==> src/rtl/axi_lite_pkg.sv <==
// rtl/axi_lite_pkg.sv - shared FSM encodings and AXI4-Lite response codes
// Purpose: state encodings for the arbiter FSM and AXI response codes.
// Ports: none (package).
package axi_lite_pkg;

    localparam logic [2:0] ST_IDLE  = 3'd0;
    localparam logic [2:0] ST_WRITE = 3'd1;
    localparam logic [2:0] ST_WRESP = 3'd2;
    localparam logic [2:0] ST_RADDR = 3'd3;
    localparam logic [2:0] ST_RDATA = 3'd4;
    localparam logic [2:0] ST_DONE  = 3'd5;

    typedef enum logic [2:0] {
        IDLE  = ST_IDLE,
        WRITE = ST_WRITE,
        WRESP = ST_WRESP,
        RADDR = ST_RADDR,
        RDATA = ST_RDATA,
        DONE  = ST_DONE
    } state_e;

    typedef logic [1:0] resp_t;

    localparam resp_t RESP_OKAY   = 2'b00;
    localparam resp_t RESP_EXOKAY = 2'b01;
    localparam resp_t RESP_SLVERR = 2'b10;
    localparam resp_t RESP_DECERR = 2'b11;

endpackage

==> src/rtl/axi_lite_arbiter_if.sv <==
// rtl/axi_lite_arbiter_if.sv - AXI4-Lite bus bundle with master/slave views
// Purpose: groups the five AXI4-Lite channels of the shared master port.
// Ports: aw*/w*/b* write channels, ar*/r* read channels;
//        master modport drives valids/payload, slave modport drives readies/responses.
interface axi_lite_arbiter_if #(
    parameter int ADDR_WIDTH = 32,
    parameter int DATA_WIDTH = 32
);
    import axi_lite_pkg::*;

    logic [ADDR_WIDTH-1:0]   awaddr;
    logic [2:0]              awprot;
    logic                    awvalid;
    logic                    awready;
    logic [DATA_WIDTH-1:0]   wdata;
    logic [DATA_WIDTH/8-1:0] wstrb;
    logic                    wvalid;
    logic                    wready;
    resp_t                   bresp;
    logic                    bvalid;
    logic                    bready;
    logic [ADDR_WIDTH-1:0]   araddr;
    logic [2:0]              arprot;
    logic                    arvalid;
    logic                    arready;
    logic [DATA_WIDTH-1:0]   rdata;
    resp_t                   rresp;
    logic                    rvalid;
    logic                    rready;

    modport master (
        output awaddr, awprot, awvalid, wdata, wstrb, wvalid, bready,
               araddr, arprot, arvalid, rready,
        input  awready, wready, bresp, bvalid, arready, rdata, rresp, rvalid
    );

    modport slave (
        input  awaddr, awprot, awvalid, wdata, wstrb, wvalid, bready,
               araddr, arprot, arvalid, rready,
        output awready, wready, bresp, bvalid, arready, rdata, rresp, rvalid
    );

endinterface

==> src/rtl/axi_lite_arbiter_rr_arb2.sv <==
// rtl/axi_lite_arbiter_rr_arb2.sv - combinational two-way round-robin pick
// Purpose: chooses one of two requesters; on a tie the one not granted last wins.
// Ports: req0/req1 requests, last_grant previous winner; gnt_valid any request, gnt_idx winner.
module rr_arb2 (
    input  logic req0,
    input  logic req1,
    input  logic last_grant,
    output logic gnt_valid,
    output logic gnt_idx
);

    always_comb begin
        gnt_valid = req0 | req1;
        // A lone requester wins outright; only a tie consults the history bit.
        gnt_idx   = (req0 && req1) ? ~last_grant : req1;
    end

endmodule

==> src/rtl/axi_lite_arbiter.sv <==
// rtl/axi_lite_arbiter.sv - shares one AXI4-Lite master port between two requesters
// Purpose: round-robin arbitration of two single-outstanding req/ack requesters onto AXI4-Lite.
// Ports: clk, reset (sync, active-high);
//        rN_req/we/addr/wdata in, rN_ack/rdata/resp out (N=0,1);
//        m_axi AXI4-Lite master interface.
module axi_lite_arbiter
    import axi_lite_pkg::*;
#(
    parameter int ADDR_WIDTH = 32,
    parameter int DATA_WIDTH = 32
) (
    input  logic                  clk,
    input  logic                  reset,
    input  logic                  r0_req,
    input  logic                  r0_we,
    input  logic [ADDR_WIDTH-1:0] r0_addr,
    input  logic [DATA_WIDTH-1:0] r0_wdata,
    output logic                  r0_ack,
    output logic [DATA_WIDTH-1:0] r0_rdata,
    output resp_t                 r0_resp,
    input  logic                  r1_req,
    input  logic                  r1_we,
    input  logic [ADDR_WIDTH-1:0] r1_addr,
    input  logic [DATA_WIDTH-1:0] r1_wdata,
    output logic                  r1_ack,
    output logic [DATA_WIDTH-1:0] r1_rdata,
    output resp_t                 r1_resp,
    axi_lite_arbiter_if.master    m_axi
);

    state_e                state_q, state_d;
    logic                  awvalid_q, awvalid_d;
    logic                  wvalid_q, wvalid_d;
    logic                  bready_q, bready_d;
    logic                  arvalid_q, arvalid_d;
    logic                  rready_q, rready_d;
    logic                  ack0_q, ack0_d, ack1_q, ack1_d;
    logic [ADDR_WIDTH-1:0] addr_q, addr_d;
    logic [DATA_WIDTH-1:0] wdata_q, wdata_d;
    logic                  gnt_q, gnt_d;
    logic                  last_q, last_d;
    logic [DATA_WIDTH-1:0] rdata0_q, rdata0_d, rdata1_q, rdata1_d;
    resp_t                 resp0_q, resp0_d, resp1_q, resp1_d;
    logic                  arb_valid, arb_idx;

    rr_arb2 u_arb (
        .req0       (r0_req),
        .req1       (r1_req),
        .last_grant (last_q),
        .gnt_valid  (arb_valid),
        .gnt_idx    (arb_idx)
    );

    always_ff @(posedge clk) begin
        if (reset) begin
            state_q   <= IDLE;
            awvalid_q <= 1'b0;
            wvalid_q  <= 1'b0;
            bready_q  <= 1'b0;
            arvalid_q <= 1'b0;
            rready_q  <= 1'b0;
            ack0_q    <= 1'b0;
            ack1_q    <= 1'b0;
            addr_q    <= '0;
            wdata_q   <= '0;
            gnt_q     <= 1'b0;
            last_q    <= 1'b1;
            rdata0_q  <= '0;
            rdata1_q  <= '0;
            resp0_q   <= RESP_OKAY;
            resp1_q   <= RESP_OKAY;
        end else begin
            state_q   <= state_d;
            awvalid_q <= awvalid_d;
            wvalid_q  <= wvalid_d;
            bready_q  <= bready_d;
            arvalid_q <= arvalid_d;
            rready_q  <= rready_d;
            ack0_q    <= ack0_d;
            ack1_q    <= ack1_d;
            addr_q    <= addr_d;
            wdata_q   <= wdata_d;
            gnt_q     <= gnt_d;
            last_q    <= last_d;
            rdata0_q  <= rdata0_d;
            rdata1_q  <= rdata1_d;
            resp0_q   <= resp0_d;
            resp1_q   <= resp1_d;
        end
    end

    always_comb begin
        state_d   = state_q;
        awvalid_d = awvalid_q;
        wvalid_d  = wvalid_q;
        bready_d  = bready_q;
        arvalid_d = arvalid_q;
        rready_d  = rready_q;
        ack0_d    = 1'b0;
        ack1_d    = 1'b0;
        addr_d    = addr_q;
        wdata_d   = wdata_q;
        gnt_d     = gnt_q;
        last_d    = last_q;
        rdata0_d  = rdata0_q;
        rdata1_d  = rdata1_q;
        resp0_d   = resp0_q;
        resp1_d   = resp1_q;

        case (state_q)
            IDLE: begin
                if (arb_valid) begin
                    addr_d  = arb_idx ? r1_addr  : r0_addr;
                    wdata_d = arb_idx ? r1_wdata : r0_wdata;
                    gnt_d   = arb_idx;
                    last_d  = arb_idx;
                    if (arb_idx ? r1_we : r0_we) begin
                        state_d   = WRITE;
                        awvalid_d = 1'b1;
                        wvalid_d  = 1'b1;
                    end else begin
                        state_d   = RADDR;
                        arvalid_d = 1'b1;
                    end
                end
            end
            WRITE: begin
                // Address and data channels retire independently; each valid
                // falls the cycle after its own handshake.
                awvalid_d = awvalid_q && !m_axi.awready;
                wvalid_d  = wvalid_q && !m_axi.wready;
                if (!awvalid_d && !wvalid_d) begin
                    state_d  = WRESP;
                    bready_d = 1'b1;
                end
            end
            WRESP: begin
                if (m_axi.bvalid && bready_q) begin
                    bready_d = 1'b0;
                    state_d  = DONE;
                    if (gnt_q) begin
                        resp1_d = m_axi.bresp;
                        ack1_d  = 1'b1;
                    end else begin
                        resp0_d = m_axi.bresp;
                        ack0_d  = 1'b1;
                    end
                end
            end
            RADDR: begin
                if (m_axi.arready) begin
                    arvalid_d = 1'b0;
                    rready_d  = 1'b1;
                    state_d   = RDATA;
                end
            end
            RDATA: begin
                if (m_axi.rvalid && rready_q) begin
                    rready_d = 1'b0;
                    state_d  = DONE;
                    if (gnt_q) begin
                        rdata1_d = m_axi.rdata;
                        resp1_d  = m_axi.rresp;
                        ack1_d   = 1'b1;
                    end else begin
                        rdata0_d = m_axi.rdata;
                        resp0_d  = m_axi.rresp;
                        ack0_d   = 1'b1;
                    end
                end
            end
            DONE:    state_d = IDLE;
            default: state_d = IDLE;
        endcase
    end

    assign m_axi.awaddr  = addr_q;
    assign m_axi.awprot  = 3'b000;
    assign m_axi.awvalid = awvalid_q;
    assign m_axi.wdata   = wdata_q;
    assign m_axi.wstrb   = '1;
    assign m_axi.wvalid  = wvalid_q;
    assign m_axi.bready  = bready_q;
    assign m_axi.araddr  = addr_q;
    assign m_axi.arprot  = 3'b000;
    assign m_axi.arvalid = arvalid_q;
    assign m_axi.rready  = rready_q;

    assign r0_ack   = ack0_q;
    assign r1_ack   = ack1_q;
    assign r0_rdata = rdata0_q;
    assign r1_rdata = rdata1_q;
    assign r0_resp  = resp0_q;
    assign r1_resp  = resp1_q;

endmodule

==> src/flat_wrapper.sv <==
// flat-port wrapper written by rule: the top's interface ports become plain ports
module axi_lite_arbiter_flat import axi_lite_pkg::*;
#(
    parameter int ADDR_WIDTH = 32,
    parameter int DATA_WIDTH = 32
)
  (clk, reset, r0_req, r0_we, r0_addr, r0_wdata, r0_ack, r0_rdata, r0_resp, r1_req, r1_we, r1_addr, r1_wdata, r1_ack, r1_rdata, r1_resp, m_axi_awaddr, m_axi_awprot, m_axi_awvalid, m_axi_wdata, m_axi_wstrb, m_axi_wvalid, m_axi_bready, m_axi_araddr, m_axi_arprot, m_axi_arvalid, m_axi_rready, m_axi_awready, m_axi_wready, m_axi_bresp, m_axi_bvalid, m_axi_arready, m_axi_rdata, m_axi_rresp, m_axi_rvalid);
  axi_lite_arbiter_if #(.ADDR_WIDTH(ADDR_WIDTH), .DATA_WIDTH(DATA_WIDTH)) m_axi_i ();
  input  logic clk;
  input  logic reset;
  input  logic r0_req;
  input  logic r0_we;
  input  logic [ADDR_WIDTH-1:0] r0_addr;
  input  logic [DATA_WIDTH-1:0] r0_wdata;
  output logic r0_ack;
  output logic [DATA_WIDTH-1:0] r0_rdata;
  output resp_t r0_resp;
  input  logic r1_req;
  input  logic r1_we;
  input  logic [ADDR_WIDTH-1:0] r1_addr;
  input  logic [DATA_WIDTH-1:0] r1_wdata;
  output logic r1_ack;
  output logic [DATA_WIDTH-1:0] r1_rdata;
  output resp_t r1_resp;
  output wire logic [$bits(m_axi_i.awaddr)-1:0] m_axi_awaddr;
  output wire logic [$bits(m_axi_i.awprot)-1:0] m_axi_awprot;
  output wire logic [$bits(m_axi_i.awvalid)-1:0] m_axi_awvalid;
  output wire logic [$bits(m_axi_i.wdata)-1:0] m_axi_wdata;
  output wire logic [$bits(m_axi_i.wstrb)-1:0] m_axi_wstrb;
  output wire logic [$bits(m_axi_i.wvalid)-1:0] m_axi_wvalid;
  output wire logic [$bits(m_axi_i.bready)-1:0] m_axi_bready;
  output wire logic [$bits(m_axi_i.araddr)-1:0] m_axi_araddr;
  output wire logic [$bits(m_axi_i.arprot)-1:0] m_axi_arprot;
  output wire logic [$bits(m_axi_i.arvalid)-1:0] m_axi_arvalid;
  output wire logic [$bits(m_axi_i.rready)-1:0] m_axi_rready;
  input wire logic [$bits(m_axi_i.awready)-1:0] m_axi_awready;
  input wire logic [$bits(m_axi_i.wready)-1:0] m_axi_wready;
  input wire logic [$bits(m_axi_i.bresp)-1:0] m_axi_bresp;
  input wire logic [$bits(m_axi_i.bvalid)-1:0] m_axi_bvalid;
  input wire logic [$bits(m_axi_i.arready)-1:0] m_axi_arready;
  input wire logic [$bits(m_axi_i.rdata)-1:0] m_axi_rdata;
  input wire logic [$bits(m_axi_i.rresp)-1:0] m_axi_rresp;
  input wire logic [$bits(m_axi_i.rvalid)-1:0] m_axi_rvalid;
  assign m_axi_awaddr = m_axi_i.awaddr;
  assign m_axi_awprot = m_axi_i.awprot;
  assign m_axi_awvalid = m_axi_i.awvalid;
  assign m_axi_wdata = m_axi_i.wdata;
  assign m_axi_wstrb = m_axi_i.wstrb;
  assign m_axi_wvalid = m_axi_i.wvalid;
  assign m_axi_bready = m_axi_i.bready;
  assign m_axi_araddr = m_axi_i.araddr;
  assign m_axi_arprot = m_axi_i.arprot;
  assign m_axi_arvalid = m_axi_i.arvalid;
  assign m_axi_rready = m_axi_i.rready;
  assign m_axi_i.awready = m_axi_awready;
  assign m_axi_i.wready = m_axi_wready;
  assign m_axi_i.bresp = m_axi_bresp;
  assign m_axi_i.bvalid = m_axi_bvalid;
  assign m_axi_i.arready = m_axi_arready;
  assign m_axi_i.rdata = m_axi_rdata;
  assign m_axi_i.rresp = m_axi_rresp;
  assign m_axi_i.rvalid = m_axi_rvalid;
  axi_lite_arbiter #(.ADDR_WIDTH(ADDR_WIDTH), .DATA_WIDTH(DATA_WIDTH)) u_core (.clk(clk), .reset(reset), .r0_req(r0_req), .r0_we(r0_we), .r0_addr(r0_addr), .r0_wdata(r0_wdata), .r0_ack(r0_ack), .r0_rdata(r0_rdata), .r0_resp(r0_resp), .r1_req(r1_req), .r1_we(r1_we), .r1_addr(r1_addr), .r1_wdata(r1_wdata), .r1_ack(r1_ack), .r1_rdata(r1_rdata), .r1_resp(r1_resp), .m_axi(m_axi_i));
endmodule
==> config.mk <==
export PLATFORM = sky130hd
export DESIGN_NAME = axi_lite_arbiter_flat
export DESIGN_NICKNAME = d
export VERILOG_FILES = /design/src/rtl/axi_lite_pkg.sv /design/src/rtl/axi_lite_arbiter_if.sv /design/src/rtl/axi_lite_arbiter_rr_arb2.sv /design/src/rtl/axi_lite_arbiter.sv /design/src/flat_wrapper.sv
export SDC_FILE = /design/constraint.sdc
export NUM_CORES = 1
export LEC_CHECK = 0
export CORE_AREA = 2 2 138 140
export DETAILED_ROUTE_END_ITERATION = 10
export DIE_AREA = 0 0 140 142
export GPL_ROUTABILITY_DRIVEN = 0
export PLACE_DENSITY = 0.72
export SETUP_SLACK_MARGIN = 0.5
export SYNTH_ARGS = -nofsm -noshare
export SYNTH_HDL_FRONTEND = slang
export SYNTH_SLANG_ARGS = --single-unit
==> constraint.sdc <==
create_clock -name clk -period 2.2 [get_ports clk]
set_input_delay 0.44 -clock clk [delete_from_list [all_inputs] [get_ports clk]]
set_output_delay 0.44 -clock clk [all_outputs]
set_load 0.02 [all_outputs]
==> results.py, run 1 <==
metrics = {
    "synth": {
        "synth_cells": 700,
        "yosysWarningCount": 0,
        "yosysTopAreaCell": "dfxtp_1",
        "synth_ff_type": "dfxtp_1",
        "synthTopCellsByArea": "dfxtp_1 47%, mux2i_1 11%, nand2_1 8.4%, a211oi_1 7.8%, buf_4 5.7%",
        "avgSynthCellArea_um2": 8.77,
        "ys_ff_latch": 144,
        "synth-edff-count": 0,
        "synth_top_area_frac": 0.469,
        "synth.distinct_cells": 39,
        "ys_seq_area_frac": 0.469,
        "async_reset_ff_frac": 0,
        "synth_area_um2": 6140,
    },
    "drt": {
        "route.vias.total": 5964,
        "met3_wirelength_um": 1200,
        "drt-met1-wl_um": 8290,
        "drt_first_pass_iters": 11,
        "ant_nets": 0,
        "drt_wl_total_um": 20100,
        "drc": 20,
        "drt_iter0_drc": 238,
        "vias_per_cell": 4.77,
        "routed.top_layer": "met4",
        "avgRoutedWirePerCell_um": 16.1,
        "route.met2.wl_um": 9950,
    },
    "critical_path": {
        "path_cells": "dlygate4sd2_1",
        "worstPathRequired_ns": 1.76,
        "path_delay_family": "flip-flops",
        "path_class": "reg2out",
        "cp-end-kind": "output pin",
        "cpMaxStageDelayCell": "dfxtp_1",
        "path_depth": 1,
        "cp_data_arrival_time_ns": 1.22,
        "cp-start-kind": "flop",
        "reg2regPathDepth": 4,
        "max_stage_delay_ns": 0.44,
        "crit_buf_inv": 1,
        "crit_path_max_fanout": 3,
    },
    "grt": {
        "track_usage": 0.199,
        "grt-ovfl-total": 0,
        "grt_pass1_vias": 5678,
        "antenna_found_initial": 1,
        "grt_max_degree": 80,
        "grt_pass1_wl_um": 31100,
    },
    "timing": {
        "final_hold_viol_count": 0,
        "rsz0062_at_grt": "true",
        "fin_crit_sh": 0.753,
        "setup_viol": 0,
        "fin_skew_ns": 0.0135,
        "period_needed_ns": 1.66,
        "finalMaxSlewViolations": 0,
        "fmax_mhz": 603,
    },
    "placed_design": {
        "portBuffers": 345,
        "hpwl_um": 14600,
    },
    "pwr": {
        "ir_worst_vdd_mv": 0.546,
        "finalPower_w": 0.0108,
        "leakage_nw": 4.35,
        "power_density_nw_per_um2": 1070,
    },
    "cts": {
        "cts_root_buffer": "clkbuf_16",
        "clkSlewWorstSetupHoldPaths_ns": 0.06,
        "cts_tree": "done",
        "cts_buffer_depth": 2,
        "htree_levels": 4,
        "cts.sinks": 144,
        "numCtsBuffers": 17,
        "clk_latency_ns": 0.42,
    },
    "worst_hold_path": {
        "hold_path_depth": 2,
        "hp-class": "reg2reg",
    },
    "floorplan": {
        "core_um2": 18500,
        "die_w_um": 140,
        "start_util": 0.333,
        "dieArea_um2": 19900,
        "rows": 50,
        "die_h_um": 142,
        "pin_count": 356,
    },
    "final_layout": {
        "drive_gt1_frac": 0.0719,
        "fin_nets": 1177,
        "area_growth_pct": 63.4,
        "post-route-util": 0.544,
    },
    "status": {
        "status": "finished, violations left",
        "violations": "DRC",
    },
    "run": {
        "maxCapViolations": 0,
    },
}
==> layout make-up <==
| cell class | count | area, um2 |
|---|---|---|
| diodes | 1 | 2.50 |
| clock buffers | 21 | 460 |
| clock inverters | 11 | 81.3 |
| fillers | 1756 | 8420 |
| inverters | 6 | 22.5 |
| multi-input cells | 464 | 2750 |
| flip-flops and latches | 144 | 2890 |
| well taps | 234 | 293 |
| repair buffers | 369 | 3540 |
==> routing by layer <==
metal / up-vias / GRT usage
li1: 2972 / -
met1: 2739 / 0.243
met2: 211 / 0.332
met3: 42 / 0.0511
met4: 0 / 0.0930
met5: - / 0
==> synthesized netlist by cell type (all sizes together) (2+ instances only) <==
library cell and instances:
a2111oi 3, a211oi 66, a21oi 70, buf 69, clkbuf 25, conb 2
dfxtp 144, inv 6, mux2 4, mux2i 69, nand2 137, nand3 5
nand4 2, nand4b 2, nor2 71, nor3 2, nor3b 3, o2111ai 2
o21ai 5
==> where the power goes <==
| group | switching (W) | internal [W] | total (W) |
|---|---|---|---|
| registers | 0.000442 | 0.00320 | 0.00365 |
| clock network | 0.00116 | 0.00151 | 0.00267 |
| logic | 0.00255 | 0.00192 | 0.00447 |
| total | 0.00415 | 0.00663 | 0.0108 |
==> placed cells by master (no fill, tap or decap), drive strengths merged <==
cell / instances
a2111oi: 3
a211oi: 66
a21boi: 1
a21o: 1
a21oi: 70
a221oi: 1
a22oi: 1
and2: 1
and3: 1
buf: 25
clkbuf: 22
clkdlybuf4s15: 2
clkdlybuf4s50: 171
clkinv: 5
clkinvlp: 3
conb: 10
dfxtp: 144
diode: 1
dlygate4sd2: 170
inv: 9
mux2: 4
mux2i: 69
nand2: 137
nand3: 5
nand3b: 1
nand4: 2
nand4b: 2
nor2: 71
nor2b: 1
nor3: 2
nor3b: 3
o2111ai: 2
o211a: 1
o21a: 1
o21ai: 5
o31ai: 1
o41ai: 1
or4: 1
==> through the flow <==
stage / area (um2) / TNS, ns / setup slack, ns / hold WS (ns) / cells
after floorplan: 6170 / 0 / 0.567 / 0.513 / 708
after global placement: 9610 / -0.176 / -0.126 / 0.441 / 1210
after detailed placement: 9610 / -0.293 / -0.116 / 0.446 / 1210
after CTS: 9950 / 0 / 0.496 / 0.441 / 1244
after global routing: 10000 / 0 / 0.484 / 0.468 / 1250
final: 10000 / 0 / 0.543 / 0.450 / 1250
==> sequential cells by signal (all words and copies together) (netlist names), 2 cells and up <==
name                 cells
u_core.r0_resp           2
u_core.r1_rdata         32
u_core.state_q           3
u_core.m_axi.araddr     32
u_core.m_axi.wdata      32
u_core.r1_resp           2
u_core.r0_rdata         32
==> kinds of logic (layout without fill, tap and decap cells) <==
kind of cell / count (synthesis) / in the layout / synth area share
other: 2 / 11 / 0.00122
muxes: 73 / 73 / 0.120
AOI/OAI and AO/OA: 154 / 154 / 0.163
buffers and inverters: 100 / 407 / 0.0949
and+or+nand+nor: 227 / 227 / 0.151
DFF: 144 / 144 / 0.469
==> worst paths after layout <==
kind	from	to	slack (ns)
setup / recovery	u_core.m_axi.araddr[0]	m_axi_araddr[0]	0.54
hold / removal	u_core.r1_rdata[7]	u_core.r1_rdata[7]	0.45
setup reg to reg	u_core.state_q[0]	u_core.state_q[1]	0.55
hold reg to reg	u_core.r1_rdata[7]	u_core.r1_rdata[7]	0.45
==> what timing repair did <==
item | CTS | global route
resized for setup | 176 | 9
setup buffers | 2 | 5
hold buffers | 0 | 0
pin swaps | 1 | 0
endpoints found under the setup margin | 305 | 64
Power figures use the tool's default switching activity.
==> inputs of run 2 (changes only) <==
==> constraint.sdc (replaced) <==
create_clock -name clk -period 1.7 [get_ports clk]
set_input_delay 0.34 -clock clk [delete_from_list [all_inputs] [get_ports clk]]
set_output_delay 0.34 -clock clk [all_outputs]
set_load 0.02 [all_outputs]
==> run 2 against run 1 <==
Compared with the run above:
- the flow still finishes with violations (DRC)
- clock skew shrank 0.0019 ns
- via count is 13% higher
- clock-buffer cell count shrank 4
- combinational power grew 110%
- non-clock buffer count rose by 85
- power up 75%
- worst setup slack got worse by 0.49 ns
- critical path depth grew 6
- register-to-register slack worse by 0.50 ns
==> results.py, run 2 (synthesized netlist as in run 1, its figures left out) <==
metrics = {
    "status": {
        "status": "finished, violations left",
        "violations": "DRC",
    },
    "pwr": {
        "clkPwrFrac": 0.229,
        "ir_worst_vdd_mv": 1.14,
        "switchingPower_w": 0.00685,
        "power_density_nw_per_um2": 1500,
        "internal_power_w": 0.0120,
        "switching_share": 0.363,
        "pwr-share-seq": 0.276,
        "leakage_nw": 5.06,
        "combPwrFrac": 0.495,
    },
    "drt": {
        "vias_per_cell": 5.06,
        "route.vias.total": 6749,
        "drc": 21,
        "ant_nets": 0,
        "drt_wl_total_um": 27100,
        "drt_first_pass_iters": 9,
        "avgRoutedWirePerCell_um": 20.3,
        "drt_iter0_drc": 324,
    },
    "final_layout": {
        "postLayoutCellArea_um2": 12600,
        "area_growth_pct": 105,
        "final_cell_mix": "170 x clkdlybuf4s50_1, 156 x buf_6, 115 x dfxtp_2",
        "fin_nets": 1263,
        "post-route-util": 0.681,
        "drive_gt1_frac": 0.529,
        "diodes": 0,
        "fin_cells": 1335,
        "fillers": 1351,
        "mostFrequentLayoutCell": "clkdlybuf4s50_1",
    },
    "placed_design": {
        "placed_cell_area_um2": 9720,
        "hpwl_um": 15300,
        "dp_cells": 1222,
        "portBuffers": 345,
    },
    "critical_path": {
        "cpMaxStageDelayCell": "dfxtp_4",
        "max_stage_delay_ns": 0.38,
        "cp_data_arrival_time_ns": 1.92,
        "cp-end-kind": "flop",
        "cp-start-kind": "flop",
        "worstPathRequired_ns": 1.97,
        "crit_path_max_fanout": 16,
        "path_cells": "nor3b_4 -> buf_4 -> nand4_1 -> buf_6 -> clkbuf_16 -> nand2_1 -> a21oi_1",
        "path_class": "reg2reg",
    },
    "grt": {
        "grt_pass1_wl_um": 32400,
        "track_usage": 0.209,
        "grt_max_degree": 65,
        "grt-ovfl-total": 0,
        "grt_pass1_vias": 5935,
        "antenna_found_initial": 0,
    },
    "timing": {
        "finalSetupTns_ns": 0,
        "finalMaxSlewViolations": 0,
        "period_needed_ns": 1.65,
        "fin_crit_sh": 0.971,
        "final_hold_viol_count": 0,
        "whs_ns": 0.256,
        "setup_viol": 0,
        "fmax_mhz": 606,
        "rsz0062_at_grt": "true",
        "fin_skew_ns": 0.0116,
    },
    "floorplan": {
        "core_um2": 18500,
        "die_h_um": 142,
        "pin_count": 356,
        "dieArea_um2": 19900,
        "rows": 50,
        "die_w_um": 140,
        "start_util": 0.333,
    },
    "cts": {
        "cts_buffer_depth": 2,
        "clkSlewWorstSetupHoldPaths_ns": 0.06,
        "cts_hold_buf": 0,
        "htree_levels": 4,
        "cts_root_buffer": "clkbuf_16",
        "clk_latency_ns": 0.42,
        "cts.sinks": 144,
        "numCtsBuffers": 17,
        "cts_tree": "done",
    },
    "run": {
        "maxCapViolations": 0,
    },
    "worst_hold_path": {
        "hp-class": "in2reg",
    },
}
## run 2: changes by cell type in the layout (fill, tap and decap cells not counted), sizes merged, moves of 4 or more
cell	delta
buf	+221
bufinv	+5
clkbuf	+12
inv	+6
dlygate4sd2	-151
clkinv	-4
## run 2: final cells by class
class                           count  area [um2]  area share
Inverter                            6        22.5     0.00179
Sequential cell                   144        3060       0.244
Clock buffer                       17         425      0.0339
Multi-Input combinational cell    465        3510       0.279
Clock inverter                     15         245      0.0195
Tap cell                          234         293      0.0233
Timing Repair Buffer              454        5010       0.399
## run 2: per-layer routing
layer,track usage,part of all wire,vias to the layer above
li1,-,-,3149
met1,0.243,0.37,3257
met2,0.377,0.54,291
met3,0.0589,0.066,52
met4,0.0627,0.028,0
met5,0,0,-
## run 2: per-stage QoR
step / power, W / worst slack (ns)
6_report: 0.0189 / 0.0497
5_1_grt: 0.0196 / -0.0328
4_1_cts: 0.0162 / 0.125
3_5_place_dp: 0.0113 / -0.417
3_3_place_gp: 0.0112 / -0.384
2_1_floorplan: 0.00857 / 0.161
## run 2: power groups by stage
stage	clock network [W]	logic, W	registers (W)
final	0.00432	0.00934	0.00520
after global routing	0.00454	0.00978	0.00528
after CTS	0.00435	0.00669	0.00512
after detailed placement	0	0.00642	0.00484
after global placement	0	0.00634	0.00484
after floorplan	0	0.00303	0.00554
## run 2: final timing paths
check | start | endpoint | slack [ns] | cells after the start
max reg2reg | u_core.state_q[0] | u_core.r1_rdata[24] | 0.05 | 7
min reg2reg | u_core.r1_rdata[2] | u_core.r1_rdata[2] | 0.45 | 2
max | u_core.state_q[0] | u_core.r1_rdata[24] | 0.05 | 7
min | reset | u_core.m_axi.rready | 0.26 | 2
## run 2: what timing repair did
action	CTS	global route
gates resized for setup	970	326
cloned	2	24
setup endpoints to repair	314	314
buffers inserted	10	45
pin swaps	4	100
## run 2: worst max-delay path, delay by kind of cell, from the launching register on
kind                   cells  cell delay (ns)
AOI/OAI and AO/OA          1             0.09
and+or+nand+nor            3             0.50
DFF                        1             0.38
buffers and inverters      3             0.54
